File: src/rtl/clock_disp_ctrl.sv
// MM:SS BCD time-keeper with a RUN / SET_MIN / SET_SEC mode FSM driven by two debounced keys.
// Optional alarm compare is built only when the ALARM_EN macro is defined.
module clock_disp_ctrl #(
  parameter int TICK_DIV = 50_000_000,
  parameter int CNT_W    = 26
) (
  input  logic        clk,
  input  logic        rst,
  input  logic        key_mode,
  input  logic        key_inc,
`ifdef ALARM_EN
  input  logic [15:0] al_time,
  output logic        alarm,
`endif
  output logic [15:0] disp_num,
  output logic [1:0]  mode,
  output logic        sec_tick,
  output logic        wrap
);

  localparam logic [1:0] ST_RUN     = 2'b00;
  localparam logic [1:0] ST_SET_MIN = 2'b01;
  localparam logic [1:0] ST_SET_SEC = 2'b10;

  logic [1:0]       state_q, state_d;
  logic [CNT_W-1:0] cnt_q, cnt_d;
  logic [7:0]       sec_q, sec_d;
  logic [7:0]       min_q, min_d;
  logic             tick_q, tick_d;
  logic             wrap_q, wrap_d;
  logic [8:0]       sec_nx, min_nx;
  logic             tick;

  // Two-digit BCD increment modulo 60; bit 8 is the carry out of 59->00.
  function automatic logic [8:0] bcd_inc60(input logic [7:0] v);
    logic [8:0] r;
    r = {1'b0, v};
    if (v[3:0] >= 4'd9) begin
      r[3:0] = 4'd0;
      if (v[7:4] >= 4'd5) begin
        r[7:4] = 4'd0;
        r[8]   = 1'b1;
      end else begin
        r[7:4] = v[7:4] + 4'd1;
      end
    end else begin
      r[3:0] = v[3:0] + 4'd1;
    end
    return r;
  endfunction

  assign sec_nx = bcd_inc60(sec_q);
  assign min_nx = bcd_inc60(min_q);
  assign tick   = (state_q == ST_RUN) && (cnt_q == CNT_W'(TICK_DIV - 1));

  always_comb begin
    // NOTE: every signal written here gets a default first, so no path leaves it unassigned and no latch is inferred.
    state_d = state_q;
    cnt_d   = cnt_q;
    sec_d   = sec_q;
    min_d   = min_q;
    tick_d  = 1'b0;
    wrap_d  = 1'b0;
    case (state_q)
      ST_RUN: begin
        cnt_d = tick ? '0 : cnt_q + CNT_W'(1);
        if (tick) begin
          tick_d = 1'b1;
          sec_d  = sec_nx[7:0];
          if (sec_nx[8]) begin
            min_d  = min_nx[7:0];
            wrap_d = min_nx[8];
          end
        end
        if (key_mode) state_d = ST_SET_MIN;
      end
      ST_SET_MIN: begin
        if (key_mode)     state_d = ST_SET_SEC;
        else if (key_inc) min_d   = min_nx[7:0];
      end
      ST_SET_SEC: begin
        // Restart the prescaler so the first second after setting is a full period.
        if (key_mode) begin
          state_d = ST_RUN;
          cnt_d   = '0;
        end else if (key_inc) begin
          sec_d = sec_nx[7:0];
        end
      end
      default: state_d = ST_RUN;
    endcase
  end

  // NOTE: sequential state uses non-blocking assignments so all flops sample pre-edge values together.
  always_ff @(posedge clk or negedge rst) begin
    if (!rst) begin
      state_q <= ST_RUN;
      cnt_q   <= '0;
      sec_q   <= '0;
      min_q   <= '0;
      tick_q  <= 1'b0;
      wrap_q  <= 1'b0;
    end else begin
      state_q <= state_d;
      cnt_q   <= cnt_d;
      sec_q   <= sec_d;
      min_q   <= min_d;
      tick_q  <= tick_d;
      wrap_q  <= wrap_d;
    end
  end

`ifdef ALARM_EN
  logic alarm_q, alarm_d;

  // Only a tick update can fire the alarm; manual setting never does.
  always_comb begin
    alarm_d = tick && ({min_d, sec_d} == al_time);
  end

  always_ff @(posedge clk or negedge rst) begin
    if (!rst) alarm_q <= 1'b0;
    else      alarm_q <= alarm_d;
  end

  assign alarm = alarm_q;
`endif

  assign disp_num = {min_q, sec_q};
  assign mode     = state_q;
  assign sec_tick = tick_q;
  assign wrap     = wrap_q;

endmodule

File: config.mk
export PLATFORM = sky130hd
export DESIGN_NAME = clock_disp_ctrl
export DESIGN_NICKNAME = d
export VERILOG_FILES = /design/src/rtl/clock_disp_ctrl.sv
export SDC_FILE = /design/constraint.sdc
export NUM_CORES = 1
export LEC_CHECK = 0
export CAP_MARGIN = 20
export CELL_PAD_IN_SITES_DETAIL_PLACEMENT = 1
export CELL_PAD_IN_SITES_GLOBAL_PLACEMENT = 1
export CORE_MARGIN = 2
export CORE_UTILIZATION = 35
export CTS_BUF_LIST = sky130_fd_sc_hd__clkbuf_8
export CTS_CLUSTER_SIZE = 40
export DETAILED_ROUTE_END_ITERATION = 6
export GPL_ROUTABILITY_DRIVEN = 0
export PLACE_DENSITY_LB_ADDON = 0.1
export SETUP_SLACK_MARGIN = 0.2
export SLEW_MARGIN = 20
export SYNTH_ARGS = -nofsm -noshare
export SYNTH_HDL_FRONTEND = slang
export SYNTH_SLANG_ARGS = --single-unit
File: constraint.sdc
create_clock -name clk -period 2 [get_ports clk]
set_input_delay 0.4 -clock clk [delete_from_list [all_inputs] [get_ports clk]]
set_output_delay 0.4 -clock clk [all_outputs]
set_load 0.05 [all_outputs]
Word level (Yosys, flattened, before mapping)
Cells that the tools add are included.
W data, S select, Z words.

storage, ports and cells
  register bits after elaboration = 46
  bits of input ports = 4
  output and inout bits = 20
  word-level logic and storage cells = 64

cells by class
  $add $sub $neg = 5
  order comparisons = 4
  equal/unequal tests = 12
  muxes and demuxes = 29
  reduce and logical (&&, ||, !) cells = 8

operators by type and width
  cell                     number
  $mux W8                  7
  $mux W26                 2
  $pmux W26 S2             1
  $pmux W8 S2              2
  $add A26 B1 Y26 const B  1
  $eq A26 B26 Y1 const B   1
  $ne A2 B2 Y1 const B     9
  $add A4 B1 Y4 const B    4
  $mux W4                  4
  $mux W5                  2
  $ge A4 B3 Y1 const B     2
  $ge A4 B4 Y1 const B     2
  $mux W1                  7
  $mux W2                  3
  $pmux W2 S3              1
  $reduce_and A5 Y1        1
  $reduce_and A4 Y1        1
  $reduce_bool A2 Y1       2
  $reduce_and A3 Y1        1
  $eq A2 B1 Y1 const B     1
  $eq A2 B2 Y1 const B     1
  $logic_not A2 Y1         1
  $reduce_and A2 Y1        1
  $logic_and A1 B1 Y1      1

Depth between registers and ports, before layout
Gate-level depths: netlist (run 1).

  word-level depth = 6
  mapped depth = 9

Worst setup path after synthesis (run 1)
Ideal clock, no wire load.

  path kind = reg-to-reg
  start point = register sec_q[1]
  end point = register min_q[6]
  setup time = 0.122 ns
  arrival = 2.214 ns
  required time = 1.878 ns
  slack = -0.336 ns
  stages on the path, launching flop included = 8
  path through = dfrtp_1 inv_1 ha_1 o31ai_1 nor2_1 a31oi_1 nor2_1 a32o_1

between the ends
  cells in the longest elaborated chain, start to end = 4

RTL lines
  element                             line  text
  start: declaration                  27    logic [7:0] sec_q, sec_d;
  start signal: assignment            99    sec_q <= '0;
  start signal: assignment            106   sec_q <= sec_d;
  $ge A4 B4 Y1                        38    if (v[3:0] >= 4'd9) begin
  $mux W5                             38
  $ne A2 B2 Y1 (no source line)       --
  $reduce_and A5 Y1 (no source line)  --
  end signal: assignment              107   min_q <= min_d;
  end: declaration                    28    logic [7:0] min_q, min_d;

Every way passes these cells.
A chain may end at the register's enable or synchronous reset.

Worst setup path after layout (run 1)
  start point = register cnt_q[8]
  end point = register cnt_q[20]

between the ends
  cells in the longest elaborated chain, start to end = 4

RTL lines
  element                                                  line  text
  start: declaration                                       26    logic [CNT_W-1:0] cnt_q, cnt_d;
  start signal: assignment                                 105   cnt_q <= cnt_d;
  branches (longest 2 deep; another with $add A26 B1 Y26)  --
  $mux W26 *                                               66    cnt_d = tick ? '0 : cnt_q + CNT_W'(1);
  $pmux W26 S2 *                                           64    case (state_q)

Mark *: on every way between the ends.

==> impl_metrics.tcl, run 1 <==
set metrics [dict create \
    first_pass_iters 4 \
    synth_seq_cells 46 \
    required_ps 2190 \
    grt_start_max_net_pins 47 \
    port_buffers 23 \
    final_max_slew_viol_count 0 \
    irDropWorstVdd_uv 590 \
    rows 31 \
    slew_headroom 0.619 \
    synth_fp_nets 311 \
    seq_power_share 0.307 \
    cp_top_family "simple AND/OR/NAND/NOR gates" \
    numClockSinks 46 \
    worst_pin_slew_ps 571 \
    max_cap_viol_count 0 \
    hold_path.class "in -> async" \
    io_pins 24 \
    htree_levels 2 \
    critPathCaptureType "register" \
    start_kind "register" \
    crit_buf_inv 1 \
    arrival_ps 2450 \
    finalHoldViolations 0 \
    die_y_um 91.6 \
    clkLatencyLatePin_ps 310 \
    areaGrowthSynthToFinish_pct 44.5 \
    fin_ws_ps -256 \
    synthArstFlopShare 1.00 \
    power_frac_comb 0.557 \
    cts_buffer_depth 2 \
    setup_viol 35 \
    ys_types 50 \
    r2r_setup_slack_ps -260 \
    pre_cts_slack_ps -191 \
    path_cells "or4_1 -> or3_4 -> o31ai_4 -> buf_6 -> nor4_4 -> mux2_2" \
    fin_setup_tns_ps -4770 \
    timing.fmax_mhz 443 \
    syn_area_um2 2690 \
    grt_usage 0.195 \
    fin_crit_sh 1.13 \
    period_minus_slack_ps 2260 \
    num_antenna_cells 0 \
    core_um2 7330 \
    cpPeakStageDelay_ps 540 \
    post_drt_wl_per_cell_um 16.3 \
    power.internal_mw 2.41 \
    drive_gt1_frac 0.369 \
    violations "setup timing" \
    critPathSlowestCell "or4_1" \
    critical_path_class "reg -> reg" \
    yosysWarnings 0 \
    die-area_um2 8390 \
    synth_ff_type "dfrtp_1" \
    dr_total_vias 2557 \
    drc 0 \
    seq_area_frac_synth 0.429 \
    postSynthCellCount 294 \
    p_leak_nw 1.80 \
    final_nets 401 \
    drt_wl_total_um 7900 \
    switching_power_mw 2.08 \
    cts_root_buffer "clkbuf_8" \
    run_status "finished with violations" \
    grt_pass1_vias 2668 \
    final_antenna_net_count 0 \
    clkPwrFrac 0.136 \
    swShare 0.463 \
    grt_pass1_wl_um 13100 \
    drtIter0Drc 75 \
    final_common_cell "buf_4" \
    vias_per_cell 5.28 \
    final_cell_count_no_fill 484 \
    clk_pin_slew_worst_paths_ps 90 \
    start_util 0.366 \
    die-width_um 91.6 \
    path_max_fanout 7 \
    final_cell_mix "buf_4 (57), dfrtp_1 (42), nand2_1 (37), o21ai_1 (31), buf_6 (18)" \
    skew_ps 5.33 \
    dp_cells 463 \
    synth_edf_count 0 \
    cts_tree "built" \
    gr-total-overflow 0 \
    hpwl_um 5320 \
    rsz0062_at_grt "true" \
    p_per_area_nw_per_um2 1160 \
    antenna_found_initial 0 \
    cts_inserted_buffers 5 \
    avgSynthCellArea_um2 9.14 \
]
kinds of logic (layout without fill, tap and decap cells):
group	Yosys count	in the layout	synth area share
buffers and inverters	29	120	0.0573
XOR/XNOR	1	1	0.00326
AND/OR/NAND/NOR	113	113	0.235
AO/OA/AOI/OAI	86	86	0.192
multiplexers	6	6	0.0233
flip-flops	46	46	0.429
adder cells (fa/ha/maj)	13	13	0.0606
timing repair:
item	CTS	global route
setup endpoints to repair	58	44
resized for setup	46	32
setup buffers	6	6
cloned	1	0
hold buffers	0	0
pin swaps	8	21
stage by stage:
step / util / hold slack (ps) / cell area (µm²) / total power, mW
after global routing: 0.530 / 85.9 / 3880 / 4.83
after detailed placement: 0.471 / 412 / 3450 / 3.55
final: 0.530 / 64.0 / 3880 / 4.49
after CTS: 0.503 / 83.1 / 3690 / 4.29
after floorplan: - / 104 / 2750 / 2.78
after global placement: 0.471 / 407 / 3450 / 3.49
per-layer routing:
metal / global-route usage / part of all wire
met4: 0.0606 / 0.015
met2: 0.329 / 0.51
met1: 0.255 / 0.45
met5: 0 / 0
met3: 0.0320 / 0.029
synth_stat cells (3+ instances only):
cell type | number | area [µm²]
o31ai_1 | 4 | 30.0
nand2b_1 | 3 | 18.8
a31oi_1 | 10 | 62.6
buf_6 | 4 | 45.0
nand3_1 | 7 | 35.0
a21oi_1 | 15 | 75.1
nand4_1 | 11 | 68.8
or3_1 | 3 | 18.8
o21ai_0 | 28 | 140
nand2_1 | 39 | 146
ha_1 | 13 | 163
nor2_1 | 17 | 63.8
inv_1 | 17 | 63.8
and3_1 | 4 | 25.0
nor3_1 | 3 | 15.0
buf_2 | 3 | 15.0
buf_4 | 3 | 22.5
nor4b_1 | 3 | 26.3
dfrtp_1 | 46 | 1150
mux2i_1 | 4 | 40.0
o21ai_1 | 15 | 75.1
area by class of cell:
type                            count  area (µm²)
Multi-Input combinational cell    219        1640
Inverter                           17        63.8
Tap cell                           99         124
Sequential cell                    46        1160
Clock inverter                      2        8.76
Fill cell                         856        3450
Clock buffer                        6        82.6
Timing Repair Buffer               95         812
flip-flops by register name, summed over array words and instances, names as in the netlist:
name      flops
sec_tick      1
sec_q         8
mode          2
cnt_q        26
min_q         8
wrap          1
power by group through the flow:
stage          combinational (mW)  clock (mW)  sequential [mW]
6_report                     2.50       0.610             1.38
2_1_floorplan                1.05           0             1.73
3_5_place_dp                 2.18           0             1.37
5_1_grt                      2.74       0.672             1.42
4_1_cts                      2.30       0.623             1.36
3_3_place_gp                 2.13           0             1.37
worst reg2reg max path, delay by kind of cell (launching register included):
family	cells	cell delay, ps
flip-flops	1	400
multiplexers	1	270
AO/OA/AOI/OAI	1	280
AND/OR/NAND/NOR	3	1010
buffers and inverters	1	190
worst paths after layout:
| check | from | depth (start not counted) | to |
|---|---|---|---|
| min in group clk | cnt_q[17] | 1 | cnt_q[17] |
| worst max register to register | cnt_q[8] | 6 | cnt_q[20] |
| worst max-delay path | cnt_q[8] | 6 | cnt_q[20] |
| max in group asynchronous | rst | 2 | sec_q[1] |
| worst min-delay path | rst | 2 | sec_q[2] |
| worst min register to register | cnt_q[17] | 1 | cnt_q[17] |
Power figures use the tool's default switching activity.
==> inputs of run 2 (changes only) <==
--- a/config.mk
+++ b/config.mk
@@ -14,6 +14,7 @@
 export CTS_CLUSTER_SIZE = 40
 export DETAILED_ROUTE_END_ITERATION = 6
 export GPL_ROUTABILITY_DRIVEN = 0
+export MAX_ROUTING_LAYER = met4
 export PLACE_DENSITY_LB_ADDON = 0.1
 export SETUP_SLACK_MARGIN = 0.2
 export SLEW_MARGIN = 20
==> constraint.sdc (replaced) <==
create_clock -name clk -period 2.6 [get_ports clk]
set_input_delay 0.52 -clock clk [delete_from_list [all_inputs] [get_ports clk]]
set_output_delay 0.52 -clock clk [all_outputs]
set_load 0.05 [all_outputs]
==> impl_metrics.tcl, run 2 (synthesis results as in run 1) <==
set metrics [dict create \
    run_status "completed" \
    p_per_area_nw_per_um2 948 \
    rows 31 \
    io_pins 24 \
    worst_pin_slew_ps 562 \
    largest_reg_flops 26 \
    drc 0 \
    final_antenna_net_count 0 \
    crit_path_end "sec_q[4]" \
    grt_pass1_wl_um 11700 \
    required_ps 2800 \
    grt_pass1_vias 2354 \
    power.total_mw 2.97 \
    drive_gt1_frac 0.109 \
    vias_per_cell 5.42 \
    drt_wl_total_um 6660 \
    final_cell_mix "dfrtp_1 (46), nand2_1 (39), o21ai_0 (28), clkdlybuf4s50_1 (22), inv_1 (18)" \
    cts_buffer_depth 2 \
    dr_total_vias 2275 \
    final_common_cell "dfrtp_1" \
    max_cap_viol_count 0 \
    finalHoldViolations 0 \
    r2r-end "sec_q[4]" \
    drtIter0Drc 67 \
    die-width_um 91.6 \
    p_leak_nw 1.33 \
    timing.rr.start "cnt_q[10]" \
    arrival_ps 2570 \
    cts_tree "built" \
    ctsHoldBuffers 0 \
    critical_path_class "reg -> reg" \
    fill_cells 862 \
    hpwl_um 4800 \
    clkLatencyLatePin_ps 310 \
    setup_viol 0 \
    final_max_slew_viol_count 0 \
    start_kind "register" \
    hold_path.class "in -> async" \
    holdWs_ps 188 \
    fin_setup_tns_ps 0 \
    rsz0062_at_grt "true" \
    gr-total-overflow 0 \
    post_drt_wl_per_cell_um 15.9 \
    antenna_found_initial 0 \
    fin_crit_sh 0.909 \
    largest_register "cnt_q" \
    final_nets 337 \
    final_area_um2 3140 \
    die_y_um 91.6 \
    core_um2 7330 \
    path_max_fanout 10 \
    skew_ps 5.28 \
    setup.worst_path.start "cnt_q[10]" \
    timing.fmax_mhz 423 \
    period_minus_slack_ps 2360 \
    irDropWorstVdd_uv 378 \
    critPathCaptureType "register" \
    areaGrowthSynthToFinish_pct 16.7 \
    reg2reg_depth 6 \
    slew_headroom 0.625 \
    first_pass_iters 4 \
    numClockSinks 46 \
    cts_inserted_buffers 5 \
    start_util 0.366 \
    die-area_um2 8390 \
    port_buffers 23 \
    dpl_cell_area_um2 3030 \
    cts_root_buffer "clkbuf_8" \
    num_antenna_cells 0 \
    clk_pin_slew_worst_paths_ps 90 \
    grt_usage 0.177 \
    r2r_setup_slack_ps 240 \
    grt_start_max_net_pins 25 \
    htree_levels 2 \
    largestRegisters "cnt_q: 26 flops, min_q: 8 flops, sec_q: 8 flops" \
]
[run 2: cell count changes in the layout (fill, tap and decap cells not counted), sizes merged]
cell / before / now
buf: 78 / 9
dlygate4sd2: 15 / 0
clkdlybuf4s50: 2 / 22
[run 2: worst max-delay path, cell delays in order (launching register included)]
cell	delay (ps)
dfrtp_1	450
nor4b_1	390
nand4_1	200
nor4_1	430
o21ba_2	320
nand2_1	170
mux2_2	300
[run 2: area by class of cell]
cell class | instances | area, µm² | share of cell area
Multi-Input combinational cell | 219 | 1400 | 0.445
Tap cell | 99 | 124 | 0.0395
Timing Repair Buffer | 31 | 310 | 0.0990
Clock buffer | 6 | 82.6 | 0.0263
Inverter | 17 | 63.8 | 0.0204
Sequential cell | 46 | 1150 | 0.367
Clock inverter | 2 | 8.76 | 0.00279
[run 2: routing by layer]
layer  track usage  part of all wire
met1         0.230              0.49
met5             -                 0
met2         0.287              0.47
met3        0.0296             0.023
met4        0.0492             0.013
[run 2: how the worst min path moves through the flow]
stage          startpoint         to  cells past startpoint
2_1_floorplan         rst   cnt_q[0]                      0
3_3_place_gp    cnt_q[14]  cnt_q[14]                      1
3_5_place_dp     cnt_q[2]   cnt_q[2]                      1
4_1_cts               rst   sec_q[2]                      1
5_1_grt               rst   sec_q[2]                      1
6_report              rst   sec_q[2]                      1
[run 2: metrics by stage]
stage                     setup WS [ps]  utilization  std cells
after floorplan                     264            -        294
after global placement              313        0.413        411
after detailed placement            246        0.413        411
after CTS                           223        0.425        419
after global routing                156        0.428        420
final                               237        0.428        420
[run 2: power by group]
part / switching (mW) / total, mW / internal (mW)
registers: 0.234 / 1.10 / 0.870
clock network: 0.259 / 0.470 / 0.211
logic: 0.893 / 1.40 / 0.505
total: 1.39 / 2.97 / 1.59
[run 2: what timing repair did]
action / in CTS / in global routing
endpoints found under the setup margin: 0 / 8
resized for setup: 0 / 2
setup buffers: 0 / 1
==> inputs of run 3 (changes only) <==
--- a/config.mk
+++ b/config.mk
@@ -21,3 +21,4 @@
 export SYNTH_ARGS = -nofsm -noshare
 export SYNTH_HDL_FRONTEND = slang
 export SYNTH_SLANG_ARGS = --single-unit
+export TNS_END_PERCENT = 5
==> impl_metrics.tcl, run 3 (synthesis results as in run 1) <==
set metrics [dict create \
    run_status "completed" \
    start_util 0.366 \
    gr-total-overflow 0 \
    drtIter0Drc 58 \
    max_cap_viol_count 0 \
    cp_top_family "simple AND/OR/NAND/NOR gates" \
    areaGrowthSynthToFinish_pct 16.4 \
    final_antenna_net_count 0 \
    reg2reg_depth 6 \
    hold_path.class "in -> async" \
    irDropWorstVdd_uv 378 \
    largest_register "cnt_q" \
    cpPeakStageDelay_ps 450 \
    numClockSinks 46 \
    cts_tree "built" \
    drc 0 \
    dp_cells 411 \
    grt_usage 0.177 \
    clk_pin_slew_worst_paths_ps 90 \
    worst_pin_slew_ps 561 \
    crit_buf_inv 0 \
    crit_cells 6 \
    num_antenna_cells 0 \
    cts_root_buffer "clkbuf_8" \
    final_cell_count_no_fill 419 \
    final_cell_mix "dfrtp_1 (46), nand2_1 (39), o21ai_0 (28), clkdlybuf4s50_1 (22), inv_1 (18)" \
    p_per_area_nw_per_um2 950 \
    period_minus_slack_ps 2360 \
    grt_start_max_net_pins 25 \
    fin_setup_tns_ps 0 \
    hpwl_um 4800 \
    p_leak_nw 1.33 \
    post_drt_wl_per_cell_um 15.9 \
    io_pins 24 \
    critical_path_class "reg -> reg" \
    required_ps 2800 \
    rsz0062_at_grt "true" \
    port_buffers 23 \
    die_y_um 91.6 \
    die-area_um2 8390 \
    final_max_slew_viol_count 0 \
    timing.rr.start "cnt_q[10]" \
    fin_crit_sh 0.908 \
    largest_reg_flops 26 \
    grt_pass1_wl_um 11700 \
    holdWs_ps 188 \
    cts_buffer_depth 2 \
    path_max_fanout 10 \
    finalHoldViolations 0 \
    cts_inserted_buffers 5 \
    final_nets 336 \
    ctsHoldBuffers 0 \
    drt_wl_total_um 6650 \
    drive_gt1_frac 0.106 \
    largestRegisters "cnt_q: 26 flops, min_q: 8 flops, sec_q: 8 flops" \
    r2r_setup_slack_ps 240 \
    setup_viol 0 \
    grt_pass1_vias 2354 \
    fill_cells 862 \
    vias_per_cell 5.42 \
    core_um2 7330 \
    timing.fmax_mhz 424 \
    start_kind "register" \
    setup.worst_path.start "cnt_q[10]" \
    r2r-end "sec_q[4]" \
    antenna_found_initial 0 \
    dr_total_vias 2272 \
    critPathSlowestCell "dfrtp_1" \
    htree_levels 2 \
    crit_path_end "sec_q[4]" \
    skew_ps 5.69 \
    rows 31 \
    die-width_um 91.6 \
    path_cells "nor4b_1 -> nand4_1 -> nor4_1 -> o21ba_2 -> nand2_1 -> mux2_2" \
    critPathCaptureType "register" \
    arrival_ps 2560 \
    final_common_cell "dfrtp_1" \
    clkLatencyLatePin_ps 310 \
    slew_headroom 0.626 \
    first_pass_iters 4 \
]
==> run 3: layer usage <==
layer,global-route usage,routed length (µm),vias up
met5,-,0,-
met4,0.0492,89,0
met3,0.0296,155,9
met2,0.287,3140,23
met1,0.230,3270,1130
li1,-,-,1110
==> run 3: power by group <==
part	total, mW	internal (mW)	leakage [nW]	switching, mW
clock	0.469	0.211	0.0524	0.258
sequential	1.11	0.870	0.604	0.235
combinational	1.40	0.505	0.670	0.892
total	2.97	1.59	1.33	1.38
==> run 3: worst min path at each step <==
| stage | startpoint | cells past startpoint | slack, ps | endpoint |
|---|---|---|---|---|
| after detailed placement | cnt_q[2] | 1 | 500 | cnt_q[2] |
| after floorplan | rst | 0 | 220 | cnt_q[0] |
| after global routing | rst | 1 | 230 | sec_q[2] |
| after global placement | cnt_q[14] | 1 | 490 | cnt_q[14] |
| final | rst | 1 | 190 | sec_q[2] |
| after CTS | rst | 1 | 210 | sec_q[2] |
==> run 3: area by class of cell <==
cell class | instances | area (µm²) | share of cell area
clock buffer | 6 | 82.6 | 0.0264
clock inverter | 2 | 8.76 | 0.00280
inverter | 17 | 63.8 | 0.0204
multi-input combinational | 219 | 1400 | 0.446
sequential | 46 | 1150 | 0.368
tap | 99 | 124 | 0.0396
timing repair buffer | 30 | 303 | 0.0968
==> run 3: per-stage QoR <==
stage	total power, mW	setup slack [ps]	instance area [µm²]	utilization
after floorplan	2.09	264	2690	-
after global placement	2.50	313	3030	0.413
after detailed placement	2.54	246	3030	0.413
after CTS	3.01	223	3120	0.425
after global routing	3.20	126	3130	0.427
final	2.97	239	3130	0.427
==> run 3: repair_timing <==
| action | CTS | global route |
|---|---|---|
| endpoints found under the setup margin | 0 | 8 |
| gates resized for setup | 0 | 2 |
| buffers inserted | 0 | 0 |
